==> src/rtl/buff_uart_frame_ctrl.sv <==
// rtl/buff_uart_frame_ctrl.sv - register-port master that polls buff_uart, parses RX frames and answers ACK/NAK
//
// Polls the UART status register and pops RX bytes one at a time into a frame
// parser. The frame format is: sync 0xA5, length, payload, checksum. The
// length, payload and checksum bytes must sum to 0 mod 256. Payload bytes are
// forwarded on a valid/ready stream. When a frame ends, an ACK (0x06) or NAK
// (0x15) byte is queued and written to the UART TX register.
//
// Ports:
//   clock, resetn        clock and asynchronous active-low reset
//   active_address       register address presented with a strobe (0 otherwise)
//   read_enable          one-cycle read strobe; bus_rdata is valid the next cycle
//   write_enable         one-cycle write strobe carrying bus_wdata
//   bus_wdata            write data (ACK/NAK byte)
//   bus_rdata            read data returned by the UART
//   out_data/out_valid   payload byte stream, held until out_ready
//   out_ready            downstream accept
//   frame_done/frame_ok  one-cycle frame-end pulse, frame_ok = checksum good
//   busy                 parser is inside a frame
module buff_uart_frame_ctrl #(
  parameter int width          = 8,
  parameter int address_width  = 4,
  parameter int rx_address     = 3,
  parameter int tx_address     = 4,
  parameter int status_address = 5,
  parameter int max_len        = 32
) (
  input  logic                     clock,
  input  logic                     resetn,
  output logic [address_width-1:0] active_address,
  output logic                     read_enable,
  output logic                     write_enable,
  output logic [width-1:0]         bus_wdata,
  input  logic [width-1:0]         bus_rdata,
  output logic [width-1:0]         out_data,
  output logic                     out_valid,
  input  logic                     out_ready,
  output logic                     frame_done,
  output logic                     frame_ok,
  output logic                     busy
);

  localparam logic [width-1:0]         sync_byte = width'(8'hA5);
  localparam logic [width-1:0]         ack_byte  = width'(8'h06);
  localparam logic [width-1:0]         nak_byte  = width'(8'h15);
  localparam logic [width-1:0]         len_limit = width'(max_len);
  localparam logic [address_width-1:0] rx_addr   = address_width'(rx_address);
  localparam logic [address_width-1:0] tx_addr   = address_width'(tx_address);
  localparam logic [address_width-1:0] stat_addr = address_width'(status_address);

  typedef enum logic [2:0] {
    BUS_POLL, BUS_STAT, BUS_POP, BUS_BYTE, BUS_WRITE
  } bus_state_t;

  typedef enum logic [1:0] {
    P_HUNT, P_LEN, P_PAYLOAD, P_CHK
  } parse_state_t;

  bus_state_t   bus_state, bus_next;
  parse_state_t parse_state, parse_next;

  // Holds off the first status read for one cycle so every bus output is
  // 0 while the block comes out of reset.
  logic             armed;
  logic             pending;
  logic             pending_ack;
  logic [width-1:0] remaining;
  logic [width-1:0] sum;
  logic [width-1:0] chk_total;
  logic             byte_step;

  assign byte_step = (bus_state == BUS_BYTE);
  assign chk_total = sum + bus_rdata;

  // State registers for both the bus FSM and the parser FSM.
  always_ff @(posedge clock or negedge resetn) begin
    if (!resetn) begin
      bus_state   <= BUS_POLL;
      parse_state <= P_HUNT;
    end else begin
      bus_state   <= bus_next;
      parse_state <= parse_next;
    end
  end

  // Next-state logic.
  always_comb begin
    bus_next = bus_state;
    case (bus_state)
      BUS_POLL:  if (armed) bus_next = BUS_STAT;
      BUS_STAT: begin
        // A queued response wins over RX, and no RX byte is taken while one
        // is queued, so a second response can never pile up behind it.
        if (pending && !bus_rdata[1])
          bus_next = BUS_WRITE;
        else if (bus_rdata[0] && !out_valid && !pending)
          bus_next = BUS_POP;
        else
          bus_next = BUS_POLL;
      end
      BUS_POP:   bus_next = BUS_BYTE;
      BUS_BYTE:  bus_next = BUS_POLL;
      BUS_WRITE: bus_next = BUS_POLL;
      default:   bus_next = BUS_POLL;
    endcase

    parse_next = parse_state;
    if (byte_step) begin
      case (parse_state)
        P_HUNT:    if (bus_rdata == sync_byte) parse_next = P_LEN;
        P_LEN: begin
          if (bus_rdata > len_limit)   parse_next = P_HUNT;
          else if (bus_rdata == '0)    parse_next = P_CHK;
          else                         parse_next = P_PAYLOAD;
        end
        P_PAYLOAD: if (remaining == width'(1)) parse_next = P_CHK;
        P_CHK:     parse_next = P_HUNT;
        default:   parse_next = P_HUNT;
      endcase
    end
  end

  // Bus strobes and status outputs.
  always_comb begin
    read_enable    = 1'b0;
    write_enable   = 1'b0;
    active_address = '0;
    bus_wdata      = '0;
    case (bus_state)
      BUS_POLL: begin
        read_enable    = armed;
        active_address = armed ? stat_addr : '0;
      end
      BUS_POP: begin
        read_enable    = 1'b1;
        active_address = rx_addr;
      end
      BUS_WRITE: begin
        write_enable   = 1'b1;
        active_address = tx_addr;
        bus_wdata      = pending_ack ? ack_byte : nak_byte;
      end
      default: ;
    endcase
    busy = (parse_state != P_HUNT);
  end

  // Parser datapath, payload stream and response bookkeeping.
  always_ff @(posedge clock or negedge resetn) begin
    if (!resetn) begin
      armed       <= 1'b0;
      pending     <= 1'b0;
      pending_ack <= 1'b0;
      remaining   <= '0;
      sum         <= '0;
      out_data    <= '0;
      out_valid   <= 1'b0;
      frame_done  <= 1'b0;
      frame_ok    <= 1'b0;
    end else begin
      armed      <= 1'b1;
      frame_done <= 1'b0;
      frame_ok   <= 1'b0;

      if (out_valid && out_ready) out_valid <= 1'b0;

      if (bus_state == BUS_WRITE) pending <= 1'b0;

      if (byte_step) begin
        case (parse_state)
          P_LEN: begin
            sum       <= bus_rdata;
            remaining <= bus_rdata;
            if (bus_rdata > len_limit) begin
              frame_done  <= 1'b1;
              pending     <= 1'b1;
              pending_ack <= 1'b0;
            end
          end
          P_PAYLOAD: begin
            // A pop is only issued with the stream empty, so this never
            // overwrites an unaccepted byte.
            out_data  <= bus_rdata;
            out_valid <= 1'b1;
            sum       <= sum + bus_rdata;
            remaining <= remaining - width'(1);
          end
          P_CHK: begin
            frame_done  <= 1'b1;
            frame_ok    <= (chk_total == '0);
            pending     <= 1'b1;
            pending_ack <= (chk_total == '0);
          end
          default: ;
        endcase
      end
    end
  end

endmodule

==> config.mk <==
export PLATFORM = sky130hd
export DESIGN_NAME = buff_uart_frame_ctrl
export DESIGN_NICKNAME = d
export VERILOG_FILES = /design/src/rtl/buff_uart_frame_ctrl.sv
export SDC_FILE = /design/constraint.sdc
export NUM_CORES = 1
export LEC_CHECK = 0
export ABC_AREA = 1
export BUFFER_PORTS_ARGS = -buffer_cell sky130_fd_sc_hd__buf_2
export CAP_MARGIN = 0
export CORE_ASPECT_RATIO = 0.9
export CORE_MARGIN = 2
export CORE_UTILIZATION = 48
export DETAILED_ROUTE_END_ITERATION = 10
export PLACE_DENSITY = 0.73
export SETUP_SLACK_MARGIN = 0.05
export SKIP_LAST_GASP = 1
export SLEW_MARGIN = 20
export SYNTH_ARGS = -nofsm -noshare
export SYNTH_HDL_FRONTEND = slang
export SYNTH_SLANG_ARGS = --single-unit
==> constraint.sdc <==
create_clock -name clock -period 3.3 [get_ports clock]
set_input_delay 0.495 -clock clock [delete_from_list [all_inputs] [get_ports clock]]
set_output_delay 0.495 -clock clock [all_outputs]
set_load 0.01 [all_outputs]
## Word level (Yosys, flattened, before mapping)

Cells that the tools add are included.

- Bits in registers: 35
- Word-level logic and storage cells: 76

- Add/subtract/negate cells: 2
- Order comparisons: 1
- Eq/ne operators: 13
- Multiplexer cells: 31
- Reduce and logical (&&, ||, !) cells: 18

Operators with widths:

| cell | count |
|---|---|
| 8-bit one-hot mux with 2 select lines | 2 |
| 3-bit one-hot mux with 3 select lines | 2 |
| 8-bit logical NOT | 2 |
| 1-bit 2-to-1 mux | 13 |
| 5-bit 2-to-1 mux | 2 |
| 3-bit 2-to-1 mux | 3 |
| 8-bit adder | 1 |
| 8-bit by 1-bit equality test with 1-bit output, second input constant | 1 |
| 8-bit equality test, second input constant | 1 |
| 8-bit by 6-bit > comparator with 1-bit output, second input constant | 1 |
| 2-bit 2-to-1 mux | 4 |
| 2-bit inequality test, second input constant | 4 |
| 1-bit one-hot mux with 2 select lines | 4 |
| 2-bit one-hot mux with 4 select lines | 1 |
| 8-bit by 1-bit subtractor with 8-bit output, second input constant | 1 |
| 3-bit by 2-bit equality test with 1-bit output, second input constant | 2 |
| 3-bit AND reduction | 2 |
| 2-bit nonzero test | 3 |
| 2-bit equality test, second input constant | 2 |
| 1-bit logical AND | 4 |
| 2-bit AND reduction | 2 |
| 3-bit by 1-bit equality test with 1-bit output, second input constant | 1 |
| 3-bit equality test, second input constant | 1 |
| 1-bit logical NOT | 3 |
| other kinds (3) | 3 |

## Longest topological paths before layout

- Word-level depth: 6
- Mapped depth: 13
- Depth with buffers taken out: 13

## Worst setup path before layout

Ideal clock, no wire load.

- Path type: input port to flip-flop
- Start: input port bus_rdata[0]
- End: register pending_ack
- Library setup time: 77 ps
- Arrival: 1718 ps
- Slack: 1505 ps
- Stages: 12
- Path buffers: 0
- Path through: ha_1 inv_1 fa_1 inv_1 nand2_1 nand2_1 nand3_2 nand3_1 nand2_2 nor2_2 nand2_1 a21oi_1

- Word-level cells in the longest chain between the ends: 3
- Elaborated cells between the ends (all ways): 6
- Those cells by class: 1 x add/sub; 1 x order compare; 1 x eq/ne; 1 x mux; 2 x reduce/logical

Ends and longest elaborated chain:

| item | RTL line | text |
|---|---|---|
| start: declaration | 34 | `input logic [width-1:0] bus_rdata,` |
| 8-bit adder or 8-bit by 6-bit > comparator with 1-bit output (tied branches) | 73, 174 |  |
| 8-bit logical NOT or 2-bit inequality test (tied branches) | - |  |
| 1-bit one-hot mux with 2 select lines or 3-bit AND reduction (tied branches) | - |  |
| end signal: assignment | 192 | `pending_ack <= (chk_total == '0);` |
| end: declaration | 66 | `logic pending_ack;` |

Several ways; a longest one is shown, not always the timed one.
A chain may end at the register's enable or synchronous reset.

## Worst setup path after layout

- Start: register parse_state[0]
- End: register parse_state[0]

- Word-level cells in the longest chain between the ends: 3
- Elaborated cells between the ends (all ways): 8
- Those cells by class: 5 x eq/ne; 1 x mux; 2 x reduce/logical

Ends and longest elaborated chain:

| item | RTL line | text |
|---|---|---|
| start: declaration | 60 | `parse_state_t parse_state, parse_next;` |
| start signal: assignment | 82 | `parse_state <= parse_next;` |
| 2-bit equality test or 2-bit logical NOT (tied branches) | 109 | `case (parse_state)` |
| 2-bit inequality test (no line) | - |  |
| 3-bit AND reduction (no line) | - |  |

Several ways; a longest one is shown, not always the timed one.

==> run_results.csv <==
group,metric,value,unit
run_status,run_status,"finished clean",
cts,clk-insertion-delay-late,0.30,ns
global_routing,first_global_vias,1653,
cts,clock_sink_count,35,
synthesis,sequential_cell_area_fraction_in_the_yosys_report,39.6,%
critical_path,critical_path.n_buffers_inverters,2,
critical_path,crit_start,"parse_state[0]",
layout,sequential_cell_area,876,µm²
die,std_cell_rows,23,
drt,top_layer_used_by_detailed_routing,"met4",
critical_path,critical_path_required,3.48,ns
global_routing,grt_first_pass_wirelength,7820,µm
die,fp.dieW,75.6,µm
synthesis,largest_family_of_logic_cells_by_synthesized_area,"simple AND/OR/NAND/NOR gates",
critical_path,r2r_start,"parse_state[0]",
power,cellInternalPower,1.22,mW
critical_path,critPathMaxFanout,15,
critical_path,slowest_delay,0.47,ns
drt,post_drt_wl_per_cell,12.5,µm
placement,io_buffer_count,31,
critical_path,worstSetupPathDepth,7,
critical_path,timing.critical_path.from_type,"register",
layout,area_of_combinational_cells_with_multiple_inputs,1090,µm²
sta,timing.final.hold_violations,0,
critical_path,timing.critical_path.to,"parse_state[0]",
run,max_cap_viols,0,
critical_path,worst_r2r_path_depth,7,
power,share_seq_of_total_power,33.7,%
layout,antenna_cells_inserted,0,
cts,cts-resized-gates,0,
power,static-leakage-power,1.30,nW
drt,via_count,1873,
layout,design.final.nets,342,
critical_path,critical_path_arrival,2.20,ns
sta,worst-slew-pin-transition,0.762,ns
critical_path,critical_path_class,"reg2reg",
placement,numPlacedInstances,372,
synthesis,synthesis.area,2210,µm²
global_routing,grt_usage,20.8,%
synthesis,synthesized_instance_count,287,
sta,layout_worst_path_cycle_share,61.5,%
layout,post-route-util,56.3,%
synthesis,ys_ff_latch,35,
cts,tritoncts.num_buffers,5,
power,switching_share,42.5,%
power,p_comb_share,47.7,%
global_routing,initial_antenna_violation_count,0,
die,die_h,68.4,µm
cts,buffers_from_clock_root_to_sink_at_most,2,
critical_path,rr_endpoint,"parse_state[0]",
sta,grt_setup_unrepaired,"false",
die,fp.dieArea,5170,µm²
placement,finalWeightedCongestion,0.907,
die,fp.coreArea,4430,µm²
power,power,2.12,mW
power,worst_ir_drop_vdd,355,µV
critical_path,r2r_slack,1.27,ns
sta,final_number_of_max_transition_violations,0,
placement,dp.final_hpwl,3580,µm
layout,mostFrequentLayoutCells,"60 x sky130_fd_sc_hd__nand2_1, 48 x sky130_fd_sc_hd__inv_1, 35 x sky130_fd_sc_hd__dfrtp_1, 31 x sky130_fd_sc_hd__buf_2, 24 x sky130_fd_sc_hd__nor2_1",
synthesis,synthesis.yosys.warnings,0,
drt,drt-pass1-iter-count,4,
critical_path,worst_setup_ep_type,"register",
synthesis,multiplexer_share_of_the_synthesized_area,1.02,%
critical_path,worstPathCellList,"inv_1, ha_1, inv_1, a31oi_1, nor2_1, nand2_1, o21ai_0",
critical_path,timing.critical_path.max_delay_family,"buffers and inverters",
power,clock_power_share,18.6,%
drt,drt_first_iter_violations,134,
cts,cts_root_buf,"sky130_fd_sc_hd__clkbuf_8",
drt,met3_wirelength,277,µm
sta,slew_headroom,49.2,%
global_routing,global_route.overflow_total,0,
synthesis,synthDistinctLibCells,30,
critical_path,crit_path_frequent_cell,"sky130_fd_sc_hd__inv_1",
sta,clock_skew,0.00941,ns
synthesis,synthAdderAreaFrac,8.25,%
sta,setup_viol,0,
layout,area_growth_synth_to_finish,12.7,%
sta,max_freq,493,MHz
sta,timing.setup.tns,0,ns
cts,cts.clk_slew.worst_paths,0.08,ns
cts,post-cts-setup-buffer-count,0,
die,floorplan.initialDensity,49.9,%
critical_path,critical-path-slowest-cell,"sky130_fd_sc_hd__ha_1",
hold_path,min_path_type,"in2async",
global_routing,grt_max_degree,36,
drt,detail-route-antenna-nets,0,
die,io_pins,37,
synthesis,mean_post_synth_cell_area,7.71,µm²
sta,final_critical_period,2.03,ns
drt,met2_wirelength,2090,µm
drt,detail_route.wirelength.met1,2330,µm
power,p_switching,900,µW
cts,cts.hold.buffers_added,0,
synthesis,synth_simple_gate_area_share,22.8,%
cts,htreeDepth,2,
power,power_density,850,nW/µm²
cts,cts_tree,"built",
layout,layout.cells.most_common,"sky130_fd_sc_hd__nand2_1",
layout,fillers,424,
synthesis,yosys.area_share.xor_xnor,1.98,%
layout,drive_gt1_share,17.0,%
synthesis,synth-compound-area-share,14.1,%
drt,route.detailed.vias_per_inst,4.93,
drt,drt_drc_violations_left,0,
layout,final_cells,380,
drt,wl,4750,µm
==> power groups by stage <==
| stage | registers (mW) | logic [mW] | clock network (mW) |
|---|---|---|---|
| final | 0.714 | 1.01 | 0.395 |
| after global routing | 0.735 | 1.18 | 0.421 |
| after CTS | 0.713 | 1.01 | 0.402 |
| after detailed placement | 0.719 | 1.01 | 0 |
| after global placement | 0.714 | 0.984 | 0 |
| after floorplan | 0.713 | 0.768 | 0 |
==> layer usage <==
metal	up-vias	track usage, %
li1	964	-
met4	0	7.02
met3	4	5.15
met5	-	0
met2	55	31.0
met1	850	29.6
==> metrics by stage <==
| stage | worst slack (ns) | hold WS (ns) | cell area [µm²] |
|---|---|---|---|
| after floorplan | 1.50 | 0.199 | 2230 |
| after global placement | 1.28 | 0.463 | 2380 |
| after detailed placement | 1.26 | 0.472 | 2380 |
| after CTS | 1.28 | 0.300 | 2490 |
| after global routing | 1.08 | 0.319 | 2490 |
| final | 1.27 | 0.266 | 2490 |
==> sequential cells by signal, summed over array words and instances, names as in the netlist, named ones only <==
name	cells
pending	1
sum	8
frame_done	1
out_valid	1
pending_ack	1
remaining	8
out_data	8
bus_state	3
parse_state	1
armed	1
frame_ok	1
==> kinds of logic (layout without fill, tap and decap cells) <==
group                      after synthesis  count (layout)
AOI/OAI and AO/OA                       53              53
xor gates and xnor gates                 5               5
adders and majority gates               14              14
buffers and inverters                   61              88
DFF                                     35              35
muxes                                    2               2
other                                    2               6
and+or+nand+nor                        115             115
==> synthesized netlist by cell type, drive strengths merged <==
cell type	instances	area share, %
or2	1	0.40
o22ai	1	0.28
clkbuf	2	0.34
fa	1	0.90
nor3	3	0.68
xnor2	2	0.79
ha	13	7.3
a22oi	5	1.7
nor2	26	4.6
a21boi	1	0.34
nand3	18	5.0
o21ai	22	5.0
buf	10	3.3
dfrtp	35	40
a21oi	15	3.4
conb	2	0.34
nand2	65	12
o211ai	1	0.34
a31oi	1	0.28
mux2	2	1.0
xor2	3	1.2
nand4	2	0.57
inv	49	8.3
a2bb2oi	7	2.8
==> final cells by class <==
cell class / count / share of cell area, %
multi-input combinational: 195 / 43.7
sequential: 35 / 35.1
inverter: 49 / 7.38
timing repair buffer: 31 / 6.22
tap: 62 / 3.11
clock buffer: 5 / 2.76
clock inverter: 3 / 1.76
==> how the worst min path moves through the flow <==
stage                 from                         end  slack (ns)
2_1_floorplan       resetn  asynchronous set/reset pin        0.20
3_5_place_dp   out_data[0]                 out_data[0]        0.47
5_1_grt             resetn                  frame_done        0.32
4_1_cts             resetn                  frame_done        0.30
3_3_place_gp   out_data[3]                 out_data[3]        0.46
6_report            resetn                remaining[3]        0.27
==> worst register-to-register path: stages (launching register included) <==
cell and delay, ns:
sky130_fd_sc_hd__dfrtp_1 0.45, sky130_fd_sc_hd__inv_1 0.12, sky130_fd_sc_hd__ha_1 0.47, sky130_fd_sc_hd__inv_1 0.35
sky130_fd_sc_hd__a31oi_1 0.26, sky130_fd_sc_hd__nor2_1 0.10, sky130_fd_sc_hd__nand2_1 0.07, sky130_fd_sc_hd__o21ai_0 0.09
Note: power is estimated with default switching activity, not from simulation.
